`src/rtl/fir_pkg.sv`:
```
// rtl/fir_pkg.sv - shared constants, FSM state codes and coefficient type for fir_coef_ctrl
package fir_pkg;

  localparam int unsigned NTAPS    = 11;
  localparam int unsigned NB       = 11;
  localparam int unsigned FILT_LAT = 3;
  localparam int unsigned CW       = 4;

  localparam logic [2:0] S_IDLE  = 3'd0;
  localparam logic [2:0] S_LOAD  = 3'd1;
  localparam logic [2:0] S_DRAIN = 3'd2;
  localparam logic [2:0] S_SWAP  = 3'd3;
  localparam logic [2:0] S_FLUSH = 3'd4;

  typedef logic signed [NB-1:0] coef_t;

endpackage

```
`src/rtl/fir_coef_bank.sv`:
```
// rtl/fir_coef_bank.sv - shadow coefficient register file with atomic parallel load into the active bank
module fir_coef_bank
  import fir_pkg::*;
(
  input  logic              i_clk,
  input  logic              i_rst,
  input  logic              i_we,
  input  logic [CW-1:0]     i_waddr,
  input  coef_t             i_wdata,
  input  logic              i_swap,
  output coef_t [NTAPS-1:0] o_h
);

  coef_t [NTAPS-1:0] r_shadow;
  coef_t [NTAPS-1:0] r_active;

  always_ff @(posedge i_clk or posedge i_rst) begin
    if (i_rst) begin
      r_shadow <= '0;
      r_active <= '0;
    end else begin
      for (int i = 0; i < int'(NTAPS); i++) begin
        if (i_we && (i_waddr == CW'(i))) begin
          r_shadow[i] <= i_wdata;
        end
      end
      // whole-bank copy: the filter never sees a mix of old and new taps
      if (i_swap) begin
        r_active <= r_shadow;
      end
    end
  end

  assign o_h = r_active;

endmodule

```
`src/rtl/fir_coef_ctrl.sv`:
```
// rtl/fir_coef_ctrl.sv - coefficient reload controller: load, drain, atomic swap, sample forwarding
// Optional delay-line flush after swap is enabled by defining FIR_COEF_CTRL_FLUSH_EN.
module fir_coef_ctrl
  import fir_pkg::*;
(
  input  logic          CLK,
  input  logic          RST,
  input  logic          CFG_VALID,
  output logic          CFG_READY,
  input  logic [NB-1:0] CFG_DATA,
  input  logic          CFG_LAST,
  output logic          CFG_ERR,
  output logic          BUSY,
  input  logic [NB-1:0] DIN_UP,
  input  logic          VIN_UP,
  output logic          STALL,
  output logic [NB-1:0] DIN,
  output logic          VIN,
  input  logic          VOUT_F,
  output logic [NB-1:0] H0,
  output logic [NB-1:0] H1,
  output logic [NB-1:0] H2,
  output logic [NB-1:0] H3,
  output logic [NB-1:0] H4,
  output logic [NB-1:0] H5,
  output logic [NB-1:0] H6,
  output logic [NB-1:0] H7,
  output logic [NB-1:0] H8,
  output logic [NB-1:0] H9,
  output logic [NB-1:0] H10
);

  logic [2:0]        r_state;
  logic [CW-1:0]     r_wcnt;
  logic [CW-1:0]     r_dcnt;
  logic              r_err;
  logic              r_stall;
  logic              r_vin;
  logic [NB-1:0]     r_din;

  logic              w_in_cfg;
  logic              w_acc;
  logic              w_at_end;
  logic              w_err;
  logic              w_done;
  logic              w_swap;
  coef_t [NTAPS-1:0] w_h;

  assign w_in_cfg = (r_state == S_IDLE) || (r_state == S_LOAD);
  assign w_acc    = CFG_VALID && w_in_cfg;
  assign w_at_end = (r_wcnt == CW'(NTAPS - 1));
  // LAST must coincide exactly with the final tap; anything else rejects the set
  assign w_err    = w_acc && (CFG_LAST != w_at_end);
  assign w_done   = w_acc && CFG_LAST && w_at_end;
  assign w_swap   = (r_state == S_SWAP);

  always_ff @(posedge CLK or posedge RST) begin
    if (RST) begin
      r_state <= S_IDLE;
      r_wcnt  <= '0;
      r_dcnt  <= '0;
      r_err   <= 1'b0;
      r_stall <= 1'b0;
      r_vin   <= 1'b0;
      r_din   <= '0;
    end else begin
      r_err   <= w_err;
      r_stall <= !w_in_cfg;

`ifdef FIR_COEF_CTRL_FLUSH_EN
      if (r_state == S_FLUSH) begin
        r_vin <= 1'b1;
        r_din <= '0;
      end else
`endif
      if (!r_stall) begin
        r_vin <= VIN_UP;
        r_din <= DIN_UP;
      end else begin
        r_vin <= 1'b0;
      end

      case (r_state)
        S_IDLE, S_LOAD: begin
          if (w_acc) begin
            if (w_err) begin
              r_state <= S_IDLE;
              r_wcnt  <= '0;
            end else if (w_done) begin
              r_state <= S_DRAIN;
              r_wcnt  <= '0;
              r_dcnt  <= '0;
            end else begin
              r_state <= S_LOAD;
              r_wcnt  <= r_wcnt + CW'(1);
            end
          end
        end
        S_DRAIN: begin
          if (VOUT_F) begin
            r_dcnt <= '0;
          end else if (r_dcnt == CW'(FILT_LAT - 1)) begin
            r_state <= S_SWAP;
            r_dcnt  <= '0;
          end else begin
            r_dcnt <= r_dcnt + CW'(1);
          end
        end
        S_SWAP: begin
`ifdef FIR_COEF_CTRL_FLUSH_EN
          r_state <= S_FLUSH;
`else
          r_state <= S_IDLE;
`endif
          r_dcnt  <= '0;
        end
`ifdef FIR_COEF_CTRL_FLUSH_EN
        S_FLUSH: begin
          if (r_dcnt == CW'(NTAPS - 1)) begin
            r_state <= S_IDLE;
            r_dcnt  <= '0;
          end else begin
            r_dcnt <= r_dcnt + CW'(1);
          end
        end
`endif
        default: r_state <= S_IDLE;
      endcase
    end
  end

  fir_coef_bank u_bank (
    .i_clk   (CLK),
    .i_rst   (RST),
    .i_we    (w_acc),
    .i_waddr (r_wcnt),
    .i_wdata (CFG_DATA),
    .i_swap  (w_swap),
    .o_h     (w_h)
  );

  assign CFG_READY = w_in_cfg;
  assign BUSY      = !w_in_cfg;
  assign CFG_ERR   = r_err;
  assign STALL     = r_stall;
  assign DIN       = r_din;
  assign VIN       = r_vin;

  assign H0  = w_h[0];
  assign H1  = w_h[1];
  assign H2  = w_h[2];
  assign H3  = w_h[3];
  assign H4  = w_h[4];
  assign H5  = w_h[5];
  assign H6  = w_h[6];
  assign H7  = w_h[7];
  assign H8  = w_h[8];
  assign H9  = w_h[9];
  assign H10 = w_h[10];

endmodule
```
`config.mk`:
```
export PLATFORM = sky130hd
export DESIGN_NAME = fir_coef_ctrl
export DESIGN_NICKNAME = d
export VERILOG_FILES = /design/src/rtl/fir_pkg.sv /design/src/rtl/fir_coef_bank.sv /design/src/rtl/fir_coef_ctrl.sv
export SDC_FILE = /design/constraint.sdc
export NUM_CORES = 1
export LEC_CHECK = 0
export ABC_AREA = 1
export BUFFER_PORTS_ARGS = -buffer_cell sky130_fd_sc_hd__buf_4
export CAP_MARGIN = 5
export CORE_MARGIN = 2
export CORE_UTILIZATION = 56
export DETAILED_ROUTE_END_ITERATION = 6
export PLACE_DENSITY_LB_ADDON = 0.08
export SYNTH_ARGS = -nofsm -noshare
export SYNTH_HDL_FRONTEND = slang
export SYNTH_SLANG_ARGS = --single-unit
```
`constraint.sdc`:
```
create_clock -name CLK -period 9.5 [get_ports CLK]
set_input_delay 0.475 -clock CLK [delete_from_list [all_inputs] [get_ports CLK]]
set_output_delay 0.475 -clock CLK [all_outputs]
set_load 0.01 [all_outputs]
```
After elaboration in Yosys (flattened, before gate mapping)
Cells that the tools add are included.
{"block": "totals", "output_inout_bits": 137, "word_cells": 90, "register_bits": 267, "in_bits": 28}
{"block": "op_classes", "eq_ne": 20, "reduce_logical": 24, "muxes": 15, "addsub": 2}
{"operator": "$mux W4", "count": 7}
{"operator": "$eq A4 B3 Y1 const B", "count": 4}
{"operator": "$logic_and A1 B1 Y1", "count": 15}
{"operator": "$eq A4 B2 Y1 const B", "count": 3}
{"operator": "$eq A4 B4 Y1 const B", "count": 3}
{"operator": "$pmux W4 S3", "count": 1}
{"operator": "$mux W3", "count": 3}
{"operator": "$add A4 B1 Y4 const B", "count": 2}
{"operator": "$ne A2 B2 Y1 const B", "count": 4}
{"operator": "$eq A3 B2 Y1 const B", "count": 2}
{"operator": "$pmux W3 S2", "count": 1}
{"operator": "$eq A4 B1 Y1 const B", "count": 1}
{"operator": "$logic_not A4 Y1", "count": 1}
{"operator": "$mux W2", "count": 2}
{"operator": "$reduce_and A4 Y1", "count": 1}
{"operator": "$eq A3 B1 Y1 const B", "count": 1}
{"operator": "$logic_not A3 Y1", "count": 1}
{"operator": "$reduce_and A3 Y1", "count": 1}
{"operator": "$reduce_bool A3 Y1", "count": 1}
{"operator": "$ne A2 B1 Y1 const B", "count": 1}
{"operator": "$reduce_and A2 Y1", "count": 1}
{"operator": "$reduce_or A2 Y1", "count": 1}
{"operator": "$logic_not A1 Y1", "count": 1}
{"operator": "$logic_or A1 B1 Y1", "count": 1}
{"operator": "other kinds (2)", "count": 2}

Logic depth before layout (Yosys ltp)
Gate-level depths: netlist of run 1.
{"block": "depth", "word_depth": 9, "ltp_mapped": 9, "mapped_depth_nobuf": 7}

By module
Synthesis of run 1 repeated with hierarchy kept, for this count alone.
{"block": "unflattened", "hier_cells": 969, "area_unflattened_um2": 10613.9}
{"mod": "fir_coef_bank", "seq_area_each_um2": 6055.8, "instances": 1, "area_each_um2": 9481.6, "cells_each": 867}
{"mod": "fir_coef_ctrl", "seq_area_each_um2": 600.6, "instances": 1, "area_each_um2": 1132.3, "cells_each": 102}

Worst setup path after synthesis of run 1
No wires, ideal clock.
{"block": "synth_path", "path_kind": "register to register", "startpoint": "reg r_wcnt[0]", "endpoint": "reg u_bank.r_shadow[120] (netlist name)", "period_less_slack_ns": 1.385, "n_path_buf": 1, "setup_ns": 0.076, "path_slack_ns": 8.115, "stages_incl_launch_ff": 8, "t_required_ns": 9.424, "arrival_ns": 1.309, "path_cell_list": "dfrtp_1 > inv_1 > ha_1 > nand3_1 > nor2_1 > buf_2 > nand2_1 > o21ai_1"}
{"block": "synth_between", "elab_chain_len": 2}
{"element": "start: declaration", "line_no": "fir_coef_ctrl.sv:34", "source": "logic [CW-1:0] r_wcnt;"}
{"element": "start signal: assignment", "line_no": "fir_coef_ctrl.sv:95", "source": "r_wcnt <= r_wcnt + CW'(1);"}
{"element": "$eq A4 B4 Y1", "line_no": "fir_coef_bank.sv:23", "source": "if (i_we && (i_waddr == CW'(i))) begin"}
{"element": "$logic_and A1 B1 Y1", "line_no": "fir_coef_bank.sv:23"}
{"element": "end signal: indexed assignment", "line_no": "fir_coef_bank.sv:24", "source": "r_shadow[i] <= i_wdata;"}
{"element": "end: declaration", "line_no": "fir_coef_bank.sv:14", "source": "coef_t [NTAPS-1:0] r_shadow;"}
Every way passes these cells.
A chain may end at the register's enable or synchronous reset.

Worst setup path after layout of run 1
{"block": "layout_path", "startpoint": "reg r_state[1]", "endpoint": "reg u_bank.r_active (netlist bit u_bank.o_h[35])"}
{"block": "layout_between", "elab_chain_len": 1}
{"element": "start: declaration", "line_no": "fir_coef_ctrl.sv:33", "source": "logic [2:0] r_state;"}
{"element": "start signal: assignment", "line_no": "fir_coef_ctrl.sv:59", "source": "r_state <= S_IDLE;"}
{"element": "start signal: assignment", "line_no": "fir_coef_ctrl.sv:87", "source": "r_state <= S_IDLE;"}
{"element": "start signal: assignment", "line_no": "fir_coef_ctrl.sv:90", "source": "r_state <= S_DRAIN;"}
{"element": "$eq A3 B2 Y1", "line_no": "fir_coef_ctrl.sv:55", "source": "assign w_swap = (r_state == S_SWAP);"}
{"element": "end signal: assignment", "line_no": "fir_coef_bank.sv:29", "source": "r_active <= r_shadow;"}
{"element": "end: declaration", "line_no": "fir_coef_bank.sv:15", "source": "coef_t [NTAPS-1:0] r_active;"}
Every way passes these cells.

==> flow_metrics.env, run 1 <==
export IMPL_outcome="complete, no violations"
export IMPL_path_delay_family="buffers and inverters"
export IMPL_clock_skew_ns=0.0117
export IMPL_drv_slew=0
export IMPL_drv_cap=0
export IMPL_required_ns=9.90
export IMPL_root_buffer="clkbuf_16"
export IMPL_startpoint_type="flop"
export IMPL_synthMuxAreaShare=0.0615
export IMPL_final_common_cell="dfrtp_1"
export IMPL_synth_compound_area_frac=0.102
export IMPL_layout_cells_most_common_list="dfrtp_1 (266), nand2_1 (223), buf_4 (168), o21ai_1 (132), inv_1 (95)"
export IMPL_diodes=0
export IMPL_netlist_area_mm2=0.0101
export IMPL_overflow=0
export IMPL_postCtsResizedCells=0
export IMPL_path_class="reg -> reg"
export IMPL_gp_congestion=0.794
export IMPL_layout_worst_path_cycle_share=0.287
export IMPL_synth_seq_cells=266
export IMPL_ys_types=24
export IMPL_slew_headroom=0.318
export IMPL_synth_top_area_cell="dfrtp_1"
export IMPL_syn_area_per_cell_um2=10.6
export IMPL_final_setup_viol_count=0
export IMPL_grt_max_degree=136
export IMPL_fin_crit_ns=2.73
export IMPL_cp_max_fo=112
export IMPL_post_dp_hpwl_um=13700
export IMPL_holdBufCountCts=0
export IMPL_start_util=0.566
export IMPL_fmax_mhz=367
export IMPL_portBuffers=164
export IMPL_drt_antenna_violating_nets=0
export IMPL_die_w_um=138
export IMPL_layout_setup_ws_ns=6.77
export IMPL_area_growth_pct=21.5
export IMPL_dp_cells=1288
export IMPL_cts_tree="yes"
export IMPL_drive_gt1_frac=0.212
export IMPL_drt_vias_per_instance=5.11
export IMPL_cts_sinks=266
export IMPL_first_pass_iters=4
export IMPL_final_fill_count=1419
export IMPL_power_mw=3.73
export IMPL_synth_xor_area_frac=0.000870
export IMPL_cp_slowest_cell="buf_4"
export IMPL_synth_top_family_by_area="compound AO/OA/AOI/OAI gates"
export IMPL_clk_latency_ns=0.52
export IMPL_grt_total_usage=0.228
export IMPL_core_area_mm2=0.0178
export IMPL_synth_top_cell_area_share=0.661
export IMPL_routedWlPerCell_um=16.3
export IMPL_leakage_nw=6.35
export IMPL_numCtsBuffers=26
export IMPL_drc_errors=0
export IMPL_finish_net_count=1121
export IMPL_cp_num_buf_inv=1
export IMPL_post_place_ws_ns=6.50
export IMPL_synth_area_leaders="dfrtp_1 (66%), nand2_1 (8.4%), o21ai_1 (6.6%), mux2_1 (4.9%), inv_1 (3.6%)"
export IMPL_cp_end_kind="flop"
export IMPL_hold_slack_ns=0.149
export IMPL_drtIter0Drc=375
export IMPL_antenna_found_initial=0
export IMPL_h_tree_depth=1
export IMPL_grt_pass1_wl_um=35300
export IMPL_ir_worst_vdd_v=0.000172
export IMPL_seq_area_frac_synth=0.661
export IMPL_cts_setup_buffers=0
export IMPL_die_area_mm2=0.0191
export IMPL_hold_viol=0
export IMPL_tightest_slew_ns=1.02
export IMPL_path_cells="nand2_4 -> buf_4 -> mux2_1"
export IMPL_grt_pass1_vias=6724
export IMPL_yosys_warnings=0
export IMPL_vias=6826
export IMPL_synthCells=949
export IMPL_clk_pin_slew_ns=0.06
export IMPL_fp_row_count=49
export IMPL_cp_num_cells=3
export IMPL_max_stage_delay_ns=0.89
export IMPL_holdCritPathClass="in -> async"
export IMPL_die_y_um=138
export IMPL_wl_um=21800
export IMPL_power_per_cell_area_mw_per_mm2=305
export IMPL_synth_simple_area_share=0.102
export IMPL_tns_ns=0
export IMPL_fin_cells=1335
export IMPL_syn_nets=983
export IMPL_synth_adder_area_share=0.00746
export IMPL_rsz0062_at_grt="no"
export IMPL_cts_buffer_depth=3
export IMPL_ioPinCount=165
export IMPL_reg2regPathDepth=3
export IMPL_arrival_ns=3.12
[worst paths after layout]
path	start	endpoint	slack [ns]
setup / recovery	r_state[1]	u_bank.o_h[35]	6.77
hold reg to reg	u_bank.r_shadow[17]	u_bank.o_h[17]	0.48
max in group asynchronous	RST	u_bank.r_shadow[55]	7.21
min in group CLK	VIN_UP	VIN	0.18
hold / removal	RST	DIN[7]	0.15
setup reg to reg	r_state[1]	u_bank.o_h[35]	6.77
[stage by stage]
| step | util | cell area [um^2] |
|---|---|---|
| floorplan | - | 10100 |
| global placement | 0.638 | 11300 |
| detailed placement | 0.638 | 11300 |
| CTS | 0.688 | 12200 |
| global route | 0.688 | 12200 |
| finish | 0.688 | 12200 |
[cell type report]
class / instances / area [um^2] / share of cell area
Sequential cell: 266 / 6660 / 0.544
Multi-Input combinational cell: 526 / 2770 / 0.226
Clock inverter: 7 / 87.6 / 0.00716
Clock buffer: 40 / 795 / 0.0650
Inverter: 99 / 379 / 0.0310
Timing Repair Buffer: 168 / 1260 / 0.103
Tap cell: 229 / 287 / 0.0234
[metal layers]
layer | track usage | wire (um) | vias to the layer above
li1 | - | - | 3313
met2 | 0.361 | 10200 | 125
met3 | 0.0336 | 908 | 27
met5 | 0 | 0 | -
met1 | 0.340 | 10300 | 3361
met4 | 0.0505 | 333 | 0
[state kept, by name, indices dropped and copies added (netlist names)]
signal	cells
CFG_ERR	1
DIN	11
STALL	1
VIN	1
r_dcnt	4
r_state	2
r_wcnt	4
u_bank.o_h	121
u_bank.r_shadow	121
[worst register-to-register path, delay by kind of cell, from the launching register on]
family                 cells  cell delay [ns]
flip-flops                 1             0.45
multiplexers               1             0.46
AND/OR/NAND/NOR            1             0.75
buffers and inverters      1             0.95
[cell usage after synthesis]
library cell and instances:
buf_6 1, xor2_1 1, clkbuf_1 15, nand4_1 3
inv_1 96, o21ai_0 70, mux2_1 44, mux2_2 11
or2_4 1, o21ai_1 132, o21bai_1 1, nand2_1 224
nor2_2 4, dfrtp_1 266, ha_1 6, nand3_1 12
inv_2 3, buf_4 4, buf_1 2, nand2_2 2
buf_2 36, nor2_1 13, nor2_4 1, a21boi_1 1
[cells by family after synthesis]
kind of cell	after synthesis
flip-flops	266
AND/OR/NAND/NOR	260
AO/OA/AOI/OAI	204
buffers and inverters	157
multiplexers	55
adder cells (fa/ha/maj)	6
XOR/XNOR	1
[report_power, final]
part | internal (mW) | switching [mW]
clock network | 0.628 | 0.417
registers | 1.56 | 0.220
logic | 0.445 | 0.462
No activity file was read; power rests on OpenSTA's default activity.
==> run 2, diff against run 1 <==
--- a/config.mk
+++ b/config.mk
@@ -5,7 +5,7 @@
 export SDC_FILE = /design/constraint.sdc
 export NUM_CORES = 1
 export LEC_CHECK = 0
-export ABC_AREA = 1
+export ABC_AREA = 0
 export BUFFER_PORTS_ARGS = -buffer_cell sky130_fd_sc_hd__buf_4
 export CAP_MARGIN = 5
 export CORE_MARGIN = 2
==> constraint.sdc (replaced) <==
create_clock -name CLK -period 2.7 [get_ports CLK]
set_input_delay 0.135 -clock CLK [delete_from_list [all_inputs] [get_ports CLK]]
set_output_delay 0.135 -clock CLK [all_outputs]
set_load 0.01 [all_outputs]
==> run 2 against run 1 <==
Net effect:
- combinational power up 100%
- synthesized cell count is 34% lower
- sequential share of layout area is 2.1 points lower
- clock-buffer cell count increased by 3
- cell count down 21%
- first-iteration DRC count is 39% lower
- wire length grew 0.39%
- worst hold slack got worse by 0.11 ns
- largest power group unchanged
- synthesized area rose by 0.94%
- largest cell class unchanged
- critical path depth is the same
- core utilization grew 2.3 points
- register-to-register slack lost 6.0 ns
==> flow_metrics.env, run 2 <==
export IMPL_routedWlPerCell_um=20.7
export IMPL_grt_max_degree=76
export IMPL_syn_nets=661
export IMPL_fin_crit_ns=1.94
export IMPL_drtIter0Drc=228
export IMPL_fmax_mhz=514
export IMPL_die_y_um=139
export IMPL_startpoint_type="flop"
export IMPL_synth_area_leaders="dfrtp_1 (65%), mux2_2 (28%), buf_2 (0.98%), ha_1 (0.74%), nand2_1 (0.52%)"
export IMPL_outcome="complete, no violations"
export IMPL_dp_cells=989
export IMPL_netlist_area_mm2=0.0102
export IMPL_clk_pin_slew_ns=0.06
export IMPL_vias=5803
export IMPL_tightest_slew_ns=0.825
export IMPL_cp_max_fo=13
export IMPL_clock_skew_ns=0.0178
export IMPL_reg2regPathDepth=3
export IMPL_area_growth_pct=25.3
export IMPL_start_util=0.568
export IMPL_slew_headroom=0.449
export IMPL_numCtsBuffers=27
export IMPL_cp_slowest_cell="dfrtp_1"
export IMPL_required_ns=3.10
export IMPL_multi_input_area_mm2=0.00330
export IMPL_async_reset_ff_frac=1.00
export IMPL_ff2ff_setup_slack_ns=0.76
export IMPL_use_met2=0.391
export IMPL_cts_sinks=266
export IMPL_die_area_mm2=0.0192
export IMPL_postCtsResizedCells=0
export IMPL_arrival_ns=2.34
export IMPL_power_mw=11.0
export IMPL_hold_start="CFG_DATA[3]"
export IMPL_ioPinCount=165
export IMPL_overflow=0
export IMPL_grt_pass1_wl_um=34900
export IMPL_gp_congestion=0.735
export IMPL_die_w_um=139
export IMPL_seq_area_mm2=0.00666
export IMPL_layout_cells_most_common_list="dfrtp_1 (266), mux2_2 (253), buf_4 (166), clkbuf_16 (27), dlygate4sd3_1 (18)"
export IMPL_synth_edf_count=0
export IMPL_cts_tree="yes"
export IMPL_hold_slack_ns=0.0398
export IMPL_synth_seq_cells=266
export IMPL_drv_slew=0
export IMPL_seq_area_frac_synth=0.655
export IMPL_first_pass_iters=4
export IMPL_final_setup_viol_count=0
export IMPL_path_cells="nor4b_4 -> nand2_1 -> mux2_2"
export IMPL_synth_common_cells="dfrtp_1 (266), mux2_2 (253), buf_2 (20)"
export IMPL_startpoint="r_state[1]"
export IMPL_detailed_place_area_mm2=0.0116
export IMPL_h_tree_depth=1
export IMPL_synth_top_cell_area_share=0.655
export IMPL_portBuffers=164
export IMPL_root_buffer="clkbuf_16"
export IMPL_r2r_start="r_state[1]"
export IMPL_antenna_found_initial=1
export IMPL_final_common_cell="dfrtp_1"
export IMPL_finish_net_count=841
export IMPL_grt_pass1_vias=6297
export IMPL_drt_vias_per_instance=5.49
export IMPL_wl_um=21900
export IMPL_cp_end_kind="flop"
export IMPL_synth_top_area_cell="dfrtp_1"
export IMPL_clk_latency_ns=0.53
export IMPL_cts_setup_buffers=0
export IMPL_fp_row_count=49
export IMPL_fin_cells=1057
export IMPL_finalInstanceArea_mm2=0.0127
export IMPL_layout_worst_path_cycle_share=0.720
export IMPL_post_dp_hpwl_um=14300
export IMPL_min_to="u_bank.r_shadow[36]"
export IMPL_whs_path_depth=2
export IMPL_grt_busiest_layer="met2"
export IMPL_drv_cap=0
export IMPL_syn_area_per_cell_um2=16.2
export IMPL_max_stage_delay_ns=0.55
export IMPL_ir_worst_vdd_v=0.000693
export IMPL_met3_usage=0.0535
export IMPL_drc_errors=0
export IMPL_leakage_nw=6.58
export IMPL_grt_total_usage=0.231
export IMPL_synthCells=627
export IMPL_ys_flop_type="dfrtp_1"
export IMPL_core_area_mm2=0.0179
export IMPL_hold_viol=0
export IMPL_yosysMostFrequentCell="dfrtp_1"
export IMPL_path_class="reg -> reg"
export IMPL_holdCritPathClass="in -> reg"
export IMPL_yosys_warnings=0
export IMPL_ys_types=34
export IMPL_rsz0062_at_grt="no"
export IMPL_r2r_end="u_bank.r_shadow[5]"
export IMPL_power_per_cell_area_mw_per_mm2=864
export IMPL_cts_buffer_depth=3
export IMPL_drt_antenna_violating_nets=0
export IMPL_final_fill_count=1230
export IMPL_grt_use_met1=0.312
export IMPL_drive_gt1_frac=0.574
run 2: worst max path at each step:
stage                               end  slack [ns]  cells after the start
detailed placement  u_bank.r_shadow[19]        0.75                      3
floorplan                       CFG_ERR       -0.95                      1
CTS                  u_bank.r_shadow[5]        0.74                      3
global placement    u_bank.r_shadow[19]        0.82                      3
global route         u_bank.r_shadow[5]        0.64                      3
finish               u_bank.r_shadow[5]        0.76                      3
run 2: through the flow:
step	setup WS [ns]	TNS, ns	utilization
6_report	0.756	0	0.711
5_1_grt	0.638	0	0.711
4_1_cts	0.745	0	0.711
3_5_place_dp	0.748	0	0.650
3_3_place_gp	0.822	0	0.650
2_1_floorplan	-0.946	-251.77	-
run 2: critical path: cells and delay by family (launching register included):
kind             cells  cell delay, ns
and+or+nand+nor      2            0.86
DFF                  1            0.55
muxes                1            0.42
run 2: layout make-up:
cell class | count | share of cell area
Antenna cell | 1 | 0.000197
Sequential cell | 266 | 0.523
Timing Repair Buffer | 190 | 0.121
Clock buffer | 43 | 0.0672
Multi-Input combinational cell | 317 | 0.259
Clock inverter | 6 | 0.00481
Inverter | 5 | 0.00177
Tap cell | 229 | 0.0225
run 2: what timing repair did:
item,CTS,global route
hold buffers,18,0
setup endpoints to repair,0,0
hold endpoints to repair,69,0
run 2: logic make-up after synthesis:
| kind of cell | Yosys count | synth area share |
|---|---|---|
| flip-flops | 266 | 0.655 |
| adder cells (fa/ha/maj) | 6 | 0.00739 |
| AO/OA/AOI/OAI | 14 | 0.00911 |
| multiplexers | 254 | 0.281 |
| XOR/XNOR | 2 | 0.00172 |
| buffers and inverters | 44 | 0.0209 |
| AND/OR/NAND/NOR | 41 | 0.0246 |
run 2: layer usage:
metal	part of all wire	wire, um	vias to the layer above
met5	0	0	-
met4	0.016	359	0
met3	0.066	1440	27
met2	0.50	10900	163
met1	0.42	9170	3055
li1	-	-	2558
run 2: report_power, final:
part           switching, mW  internal, mW  total (mW)
Clock                   1.48          2.26        3.74
Sequential             0.524          4.89        5.41
Combinational          0.730          1.12        1.85
Total                   2.74          8.27        11.0
